$ cat src/rtl/fetch_unit_if.sv
// Fetch bus bundle: memory read port plus decode handshake and redirect.
// master = fetch_unit side, slave = memory/decode/control side.
interface fetch_unit_if #(
  parameter int ADDR_WIDTH = 32,
  parameter int DATA_WIDTH = 32
);
  logic [ADDR_WIDTH-1:0] mem_address;
  logic [1:0]            mem_access_size;
  logic                  mem_rw;
  logic                  mem_enable;
  logic                  mem_busy;
  logic [DATA_WIDTH-1:0] mem_data_out;
  logic [DATA_WIDTH-1:0] insn;
  logic [ADDR_WIDTH-1:0] insn_pc;
  logic                  insn_valid;
  logic                  insn_ready;
  logic                  redirect;
  logic [ADDR_WIDTH-1:0] redirect_pc;

  modport master (
    output mem_address, mem_access_size,
    output mem_rw, mem_enable,
    input  mem_busy, mem_data_out,
    output insn, insn_pc, insn_valid,
    input  insn_ready, redirect, redirect_pc
  );

  modport slave (
    input  mem_address, mem_access_size,
    input  mem_rw, mem_enable,
    output mem_busy, mem_data_out,
    input  insn, insn_pc, insn_valid,
    output insn_ready, redirect, redirect_pc
  );
endinterface

$ cat src/rtl/fetch_unit.sv
// Instruction fetch stage: PC, one-word memory reads, in-order queue to decode.
// Ports: clock, reset_n (async low), bus (fetch_unit_if.master).
module fetch_unit #(
  parameter int               ADDR_WIDTH = 32,
  parameter int               DATA_WIDTH = 32,
  parameter logic [ADDR_WIDTH-1:0] RESET_PC = 32'h8002_0000,
  parameter int               DEPTH      = 4
) (
  input logic          clock,
  input logic          reset_n,
  fetch_unit_if.master bus
);
  localparam int PW = $clog2(DEPTH);
  localparam int CW = PW + 1;

  logic [ADDR_WIDTH-1:0] pc_q, pc_d;
  logic                  inflight_q, inflight_d;
  logic [ADDR_WIDTH-1:0] inflight_pc_q, inflight_pc_d;
  logic                  discard_q, discard_d;
  logic [PW-1:0]         head_q, head_d;
  logic [PW-1:0]         tail_q, tail_d;
  logic [CW-1:0]         count_q, count_d;

  logic [DATA_WIDTH-1:0] data_q [DEPTH];
  logic [ADDR_WIDTH-1:0] addr_q [DEPTH];

  logic [CW:0] occ;
  logic        accept;
  logic        push;
  logic        pop;

  // Occupancy counts the in-flight word so a response always has a slot.
  assign occ = {1'b0, count_q} + {{CW{1'b0}}, inflight_q};

  assign bus.mem_enable      = reset_n && (occ < (CW+1)'(DEPTH));
  assign bus.mem_address     = pc_q;
  assign bus.mem_access_size = 2'b00;
  assign bus.mem_rw          = 1'b0;

  assign bus.insn_valid = (count_q != '0);
  assign bus.insn       = data_q[head_q];
  assign bus.insn_pc    = addr_q[head_q];

  assign accept = bus.mem_enable && !bus.mem_busy;
  assign push   = inflight_q && !discard_q && !bus.redirect;
  assign pop    = bus.insn_valid && bus.insn_ready && !bus.redirect;

  always_comb begin
    pc_d          = pc_q;
    inflight_d    = accept;
    inflight_pc_d = inflight_pc_q;
    discard_d     = 1'b0;
    head_d        = head_q;
    tail_d        = tail_q;
    count_d       = count_q;

    if (accept) begin
      inflight_pc_d = pc_q;
      pc_d          = pc_q + ADDR_WIDTH'(4);
    end

    if (push) tail_d = tail_q + PW'(1);
    if (pop)  head_d = head_q + PW'(1);

    unique case (1'b1)
      bus.redirect: begin
        pc_d      = {bus.redirect_pc[ADDR_WIDTH-1:2], 2'b00};
        // A request accepted alongside the redirect belongs to the old path.
        discard_d = accept;
        head_d    = '0;
        tail_d    = '0;
        count_d   = '0;
      end
      push && !pop: count_d = count_q + CW'(1);
      pop && !push: count_d = count_q - CW'(1);
      default: ;
    endcase
  end

  always_ff @(posedge clock or negedge reset_n) begin
    if (!reset_n) begin
      pc_q          <= RESET_PC;
      inflight_q    <= 1'b0;
      inflight_pc_q <= '0;
      discard_q     <= 1'b0;
      head_q        <= '0;
      tail_q        <= '0;
      count_q       <= '0;
    end else begin
      pc_q          <= pc_d;
      inflight_q    <= inflight_d;
      inflight_pc_q <= inflight_pc_d;
      discard_q     <= discard_d;
      head_q        <= head_d;
      tail_q        <= tail_d;
      count_q       <= count_d;
    end
  end

  always_ff @(posedge clock or negedge reset_n) begin
    if (!reset_n) begin
      for (int i = 0; i < DEPTH; i++) begin
        data_q[i] <= '0;
        addr_q[i] <= '0;
      end
    end else if (push) begin
      data_q[tail_q] <= bus.mem_data_out;
      addr_q[tail_q] <= inflight_pc_q;
    end
  end
endmodule

$ cat src/flat_wrapper.sv
// flat-port wrapper written by rule: the top's interface ports become plain ports
module fetch_unit_flat 
#(
  parameter int               ADDR_WIDTH = 32,
  parameter int               DATA_WIDTH = 32,
  parameter logic [ADDR_WIDTH-1:0] RESET_PC = 32'h8002_0000,
  parameter int               DEPTH      = 4
)
  (clock, reset_n, bus_mem_address, bus_mem_access_size, bus_mem_rw, bus_mem_enable, bus_mem_busy, bus_mem_data_out, bus_insn, bus_insn_pc, bus_insn_valid, bus_insn_ready, bus_redirect, bus_redirect_pc);
  fetch_unit_if #(.ADDR_WIDTH(ADDR_WIDTH), .DATA_WIDTH(DATA_WIDTH)) bus_i ();
  input logic clock;
  input logic reset_n;
  output wire logic [$bits(bus_i.mem_address)-1:0] bus_mem_address;
  output wire logic [$bits(bus_i.mem_access_size)-1:0] bus_mem_access_size;
  output wire logic [$bits(bus_i.mem_rw)-1:0] bus_mem_rw;
  output wire logic [$bits(bus_i.mem_enable)-1:0] bus_mem_enable;
  input wire logic [$bits(bus_i.mem_busy)-1:0] bus_mem_busy;
  input wire logic [$bits(bus_i.mem_data_out)-1:0] bus_mem_data_out;
  output wire logic [$bits(bus_i.insn)-1:0] bus_insn;
  output wire logic [$bits(bus_i.insn_pc)-1:0] bus_insn_pc;
  output wire logic [$bits(bus_i.insn_valid)-1:0] bus_insn_valid;
  input wire logic [$bits(bus_i.insn_ready)-1:0] bus_insn_ready;
  input wire logic [$bits(bus_i.redirect)-1:0] bus_redirect;
  input wire logic [$bits(bus_i.redirect_pc)-1:0] bus_redirect_pc;
  assign bus_mem_address = bus_i.mem_address;
  assign bus_mem_access_size = bus_i.mem_access_size;
  assign bus_mem_rw = bus_i.mem_rw;
  assign bus_mem_enable = bus_i.mem_enable;
  assign bus_i.mem_busy = bus_mem_busy;
  assign bus_i.mem_data_out = bus_mem_data_out;
  assign bus_insn = bus_i.insn;
  assign bus_insn_pc = bus_i.insn_pc;
  assign bus_insn_valid = bus_i.insn_valid;
  assign bus_i.insn_ready = bus_insn_ready;
  assign bus_i.redirect = bus_redirect;
  assign bus_i.redirect_pc = bus_redirect_pc;
  fetch_unit #(.ADDR_WIDTH(ADDR_WIDTH), .DATA_WIDTH(DATA_WIDTH), .RESET_PC(RESET_PC), .DEPTH(DEPTH)) u_core (.clock(clock), .reset_n(reset_n), .bus(bus_i));
endmodule
$ cat config.mk
export PLATFORM = sky130hd
export DESIGN_NAME = fetch_unit_flat
export DESIGN_NICKNAME = d
export VERILOG_FILES = /design/src/rtl/fetch_unit_if.sv /design/src/rtl/fetch_unit.sv /design/src/flat_wrapper.sv
export SDC_FILE = /design/constraint.sdc
export NUM_CORES = 1
export LEC_CHECK = 0
export CAP_MARGIN = 20
export CELL_PAD_IN_SITES_DETAIL_PLACEMENT = 2
export CELL_PAD_IN_SITES_GLOBAL_PLACEMENT = 2
export CORE_UTILIZATION = 36
export CTS_CLUSTER_SIZE = 14
export DETAILED_ROUTE_END_ITERATION = 8
export GPL_ROUTABILITY_DRIVEN = 0
export MAX_ROUTING_LAYER = met4
export PLACE_DENSITY_LB_ADDON = 0.3
export SKIP_CTS_REPAIR_TIMING = 1
export SLEW_MARGIN = 20
export SYNTH_ARGS = -nofsm -noshare
export SYNTH_HDL_FRONTEND = slang
export SYNTH_SLANG_ARGS = --single-unit
export TNS_END_PERCENT = 5
$ cat constraint.sdc
create_clock -name clock -period 2.6 [get_ports clock]
set_clock_uncertainty 0.2 [all_clocks]
set_input_delay 0.65 -clock clock [delete_from_list [all_inputs] [get_ports clock]]
set_output_delay 0.65 -clock clock [all_outputs]
set_load 0.02 [all_outputs]
### Word level (Yosys, flattened, before mapping)

Index checks and enable logic that the tools add are counted.
Widths: inputs -> output; s select.

| word-level totals | value |
|---|---|
| bits in registers | 329 |
| bits of input ports | 69 |
| output and inout bits | 101 |

| cells by class | value |
|---|---|
| $add $sub $neg | 6 |
| order comparisons | 4 |
| multiplexer cells | 18 |
| bitwise logic cells | 2 |
| reduce and logical (&&, ||, !) cells | 19 |

Operators by type and width:

| cell | number |
|---|---|
| $bwmux 128 | 2 |
| $mux 32 | 7 |
| $bmux 32 s2 | 2 |
| $demux 32 s2 | 1 |
| $add 32x3->32 const B | 1 |
| $logic_and 1x1->1 | 9 |
| $pmux 3 s3 | 1 |
| $mux 2 | 4 |
| $ge 3x3->1 const B | 2 |
| $not 2->3 | 2 |
| $reduce_bool 2->1 | 3 |
| $reduce_bool 3->1 | 2 |
| $logic_not 1->1 | 5 |
| $add 2x1->2 const B | 2 |
| $add 3x1->4 | 1 |
| $lt 4x3->1 const B | 1 |
| $add 3x1->3 const B | 1 |
| $lt 3x1->1 const B | 1 |
| $sub 3x1->3 const B | 1 |
| $mux 1 | 1 |

### Logic depth before layout (Yosys ltp)

| logic depth | value |
|---|---|
| depth after elaboration | 6 |
| depth in mapped cells | 12 |

### Worst setup path after synthesis

No wires, ideal clock.

| timing path | value |
|---|---|
| path type | input port to flip-flop |
| from | in bus_redirect |
| to | reg u_core.count_q[2] |
| library setup time | 0.127 ns |
| data arrival time | 2.509 ns |
| required time | 2.273 ns |
| setup slack | -0.236 ns |
| stages on the path | 12 |
| buffers on the path | 2 |
| path through | clkbuf_1 inv_1 clkbuf_1 nand3_1 inv_1 ha_1 xor2_1 ha_1 a21oi_1 nor3_1 a211oi_1 o31ai_1 |

| between the ends | value |
|---|---|
| longest elaborated chain between the ends | 5 |

RTL lines:

| what | RTL line | text |
|---|---|---|
| from (decl) | flat_wrapper.sv:23 | `input wire logic [$bits(bus_i.redirect)-1:0] bus_redirect;` |
| $logic_not 1->1 | fetch_unit.sv:45, fetch_unit.sv:46 |  |
| $logic_and 1x1->1 (on tied branches) | fetch_unit.sv:45, fetch_unit.sv:46 |  |
| $logic_not 1->1 (on tied branches) | fetch_unit.sv:75, fetch_unit.sv:74 |  |
| $logic_and 1x1->1 (on tied branches) | fetch_unit.sv:75, fetch_unit.sv:74 |  |
| $pmux 3 s3 or $reduce_bool 3->1 (tied branches) | n/a |  |
| to (signal assigned) | fetch_unit.sv:96 | `count_q <= count_d;` |
| to (decl) | fetch_unit.sv:22 | `logic [CW-1:0] count_q, count_d;` |

Parallel ways exist; a longest one is shown, timed or not.
A chain may end at the register's enable or synchronous reset.

### Worst setup path in the final report

| timing path | value |
|---|---|
| from | reg u_core.head_q[0] |
| to | out bus_insn_pc[14] |

| between the ends | value |
|---|---|
| longest elaborated chain between the ends | 4 |

RTL lines:

| what | RTL line | text |
|---|---|---|
| from (decl) | fetch_unit.sv:20 | `logic [PW-1:0] head_q, head_d;` |
| from (signal assigned) | fetch_unit.sv:86 | `head_q <= '0;` |
| from (signal assigned) | fetch_unit.sv:94 | `head_q <= head_d;` |
| $not 2->3 (not written as such) | fetch_unit.sv:42 | `assign bus.insn_pc = addr_q[head_q];` |
| $bmux 32 s2 | fetch_unit.sv:42 |  |
| $mux 32 (not written as such) (2 in series) | fetch_unit.sv:42 |  |
| to (decl) | flat_wrapper.sv:20 | `output wire logic [$bits(bus_i.insn_pc)-1:0] bus_insn_pc;` |

Every way passes these cells. The select of a mux whose other input is x is not followed.

==> run metrics <==
highest-delay cell along the critical path dfrtp_4; via count ~9,000; clock buffer depth 3; max-slew violation count 0; Post-DRT Antenna Nets 0; Layout area overhead 27.4%; core area 38,700 sq um; post-route design area 18,000 sq um; YS warnings 0; Setup Viol. Count Final slightly above 60; Num CTS Buffers 37; n_diodes 0; drt wl/cell between 20 and 25 um; Synth top area share 55.7%; Peak supply drop 0.446 mV; buffers added on ports 160; GR Util All Layers approximately a fifth; Post-Synth Simple-Gate Area around 5.4%; Final nets 1,254; required time worst endpoint 1750 ps; Final Worst Setup Slack -333 ps; max_cap viols 0; EDFF count, synth 0; syn avg cell area between 10 and 15 sq um; DR iter-0 viols between 300 and 400; share of cells above drive strength 1 a little under half; post-DP HPWL 25,500 um; reg2reg setup slack 90 ps; Synth Area in Adders less than 1%; largest net degree at the start of global routing ~130; failing checks setup timing; first-pass GRT wire length roughly 61,000 um; worst path cell trace buf_6 -> clkbuf_16 -> buf_6 -> mux4_2 -> buf_6; Clock Latency Late Sink between 500 and 600 ps; mux contribution to synthesized area a little under a third; min Tclk post-route 2930 ps; # DRC 0; r2r endpoint u_core.count_q[2]$_DFFE_PN0P_; Hold Crit Class in -> async; worst-path fanout max 7; Total Power between 0.015 and 0.02 W; H-tree depth 2; #FFs+latches synth between 300 and 400; Max stage delay on crit path ~540 ps; measured slew at the worst slew-check pin a little under 900 ps; DRT Pass-1 Iters 4; CP most frequent cell buf_6; routed wire length between 30,000 and 40,000 um; placement-stage cell area 16,900 sq um; TritonCTS clock tree built; f_max between 300 and 400 MHz; Min Hold Slack 8.32 ps; die area about 40,000 sq um; Clock Tree Root clkbuf_16; Sinks on Clock Net 317; Tcrit/Tclk final 113%; status finished, violations left; Die W around 200 um; Async SR Flop Fraction 100%; Seq/Total Area, Yosys a little under three fifths; fillers 3,717; hold violation count in the final report 0; Ports between 150 and 200; Power Dens Cells between 800 and 900 nW/um^2; Gate Count Post-Synth roughly 960; vias in the first global route 10,300; pre-CTS WS -389 ps; Core Rows slightly above 70; initial core utilization 36.6%; clock slew at reported path FFs 60 ps; grt ovf 0; largest family of logic cells by synthesized area multiplexers; Pleak about 8 nW; CP arrival between 2000 and 2500 ps; Yosys cell types 43; setup repair after global routing missed its margin true; Compound-Gate Fraction of Synth Area 2.86%; Synth area leaders dfrtp_1, mux2_2, mux4_2; Critical Path Start Type register; xor and xnor area share after synthesis less than 1%; worst setup path category reg -> out; vias per inst ~5.3; Cell Area, Synth 14,200 sq um; chip height 200 um; Synth Flop Type dfrtp_1; Setup crit end kind primary output; Max-Slew Margin vs Limit between 40% and 50%; Worst R2R Path Depth 10; worst r2r src u_core.count_q[0]$_DFFE_PN0P_; initial antenna violation count 0; largest area contributor in the netlist dfrtp_1
-- cell usage after synthesis, types with 12 or more instances --
| cell | count |
|---|---|
| dfrtp_1 | 315 |
| mux2_2 | 274 |
| mux4_2 | 62 |
| clkbuf_1 | 33 |
| nand2_1 | 30 |
| buf_2 | 22 |
| nor2_1 | 22 |
| o21ai_0 | 17 |
| nand3_1 | 16 |
| or4_1 | 13 |
| a31oi_1 | 12 |
| o31ai_1 | 12 |
-- registers in the layout (all words and copies together), names as in the netlist --
register	flops
u_core.addr_q	120
u_core.bus.mem_address	30
u_core.count_q	3
u_core.data_q	128
u_core.discard_q	1
u_core.head_q	2
u_core.inflight_pc_q	30
u_core.inflight_q	1
u_core.tail_q	2
-- area by class of cell --
cell class	count	area (sq um)	area share, %
inverter	11	41.3	0.229
sequential	317	7950	44.1
multi-input combinational	566	5930	32.8
clock buffer	54	1110	6.16
clock inverter	9	80.1	0.444
timing repair buffer	243	2290	12.7
tap	518	648	3.59
-- worst max-delay path, delay by kind of cell, from the launching register on --
kind                   cells  cell delay (ps)
multiplexers               1              420
flip-flops                 1              540
buffers and inverters      4              590
-- how the worst max path moves through the flow --
stage | depth (start not counted) | slack [ps] | endpoint | start
global route | 5 | -410 | bus_insn_pc[13] | u_core.head_q[0]$_DFFE_PN0P_
detailed placement | 11 | -390 | u_core.count_q[2]$_DFFE_PN0P_ | bus_redirect
finish | 5 | -330 | bus_insn_pc[14] | u_core.head_q[0]$_DFFE_PN0P_
global placement | 11 | -280 | u_core.count_q[2]$_DFFE_PN0P_ | bus_redirect
floorplan | 12 | -30 | u_core.count_q[2]$_DFFE_PN0P_ | bus_redirect
CTS | 3 | -750 | bus_insn_pc[18] | u_core.head_q[0]$_DFFE_PN0P_
-- through the flow --
step	std cells	utilization [%]	setup TNS, ps
floorplan	961	-	-33.7
detailed placement	1634	43.5	-19790
global route	1718	46.6	-19010
finish	1718	46.6	-14560
CTS	1697	46.6	-42770
global placement	1634	43.5	-7940
-- layout by cell type, fill, tap and decap left out, types with 3 or more instances in the layout --
cell type	count
a31oi_1	12
clkbuf_8	8
xnor2_1	7
dfrtp_1	307
clkinv_2	5
clkdlybuf4s50_1	91
o311ai_0	6
clkbuf_1	7
clkbuf_16	40
and3_1	3
o31ai_1	12
clkbuf_2	8
dlymetal6s2s_1	4
conb_1	7
a22oi_1	3
buf_4	59
mux4_2	62
nand4_1	11
nor2b_1	4
buf_12	22
o211ai_1	6
mux2_2	274
nand2_1	30
and4_1	5
buf_6	8
buf_2	47
inv_1	11
o21ai_0	17
or3_1	9
or2_2	4
ha_1	9
dfrtp_2	6
nor2_1	22
xor2_1	4
nor3_1	7
nand3_1	16
or4_1	13
and2_4	4
-- logic make-up after synthesis --
logic type	count (synthesis)
AO/OA/AOI/OAI	61
XOR/XNOR	11
adder cells (fa/ha/maj)	9
buffers and inverters	78
flip-flops	317
multiplexers	338
other	1
AND/OR/NAND/NOR	140
-- routing by layer --
layer / global-route usage [%] / part of all wire, % / up-vias
li1: - / - / 3977
met3: 3.09 / 3.1 / 46
met2: 33.2 / 50 / 173
met5: - / 0 / -
met1: 26.0 / 45 / 4826
met4: 4.58 / 1.6 / 0
-- power breakdown --
part	internal [W]	leakage (nW)	switching, W
sequential	0.00589	4.06	0.000675
clock	0.00306	0.589	0.00204
combinational	0.00187	3.28	0.00163
Note: power is estimated with default switching activity, not from simulation.
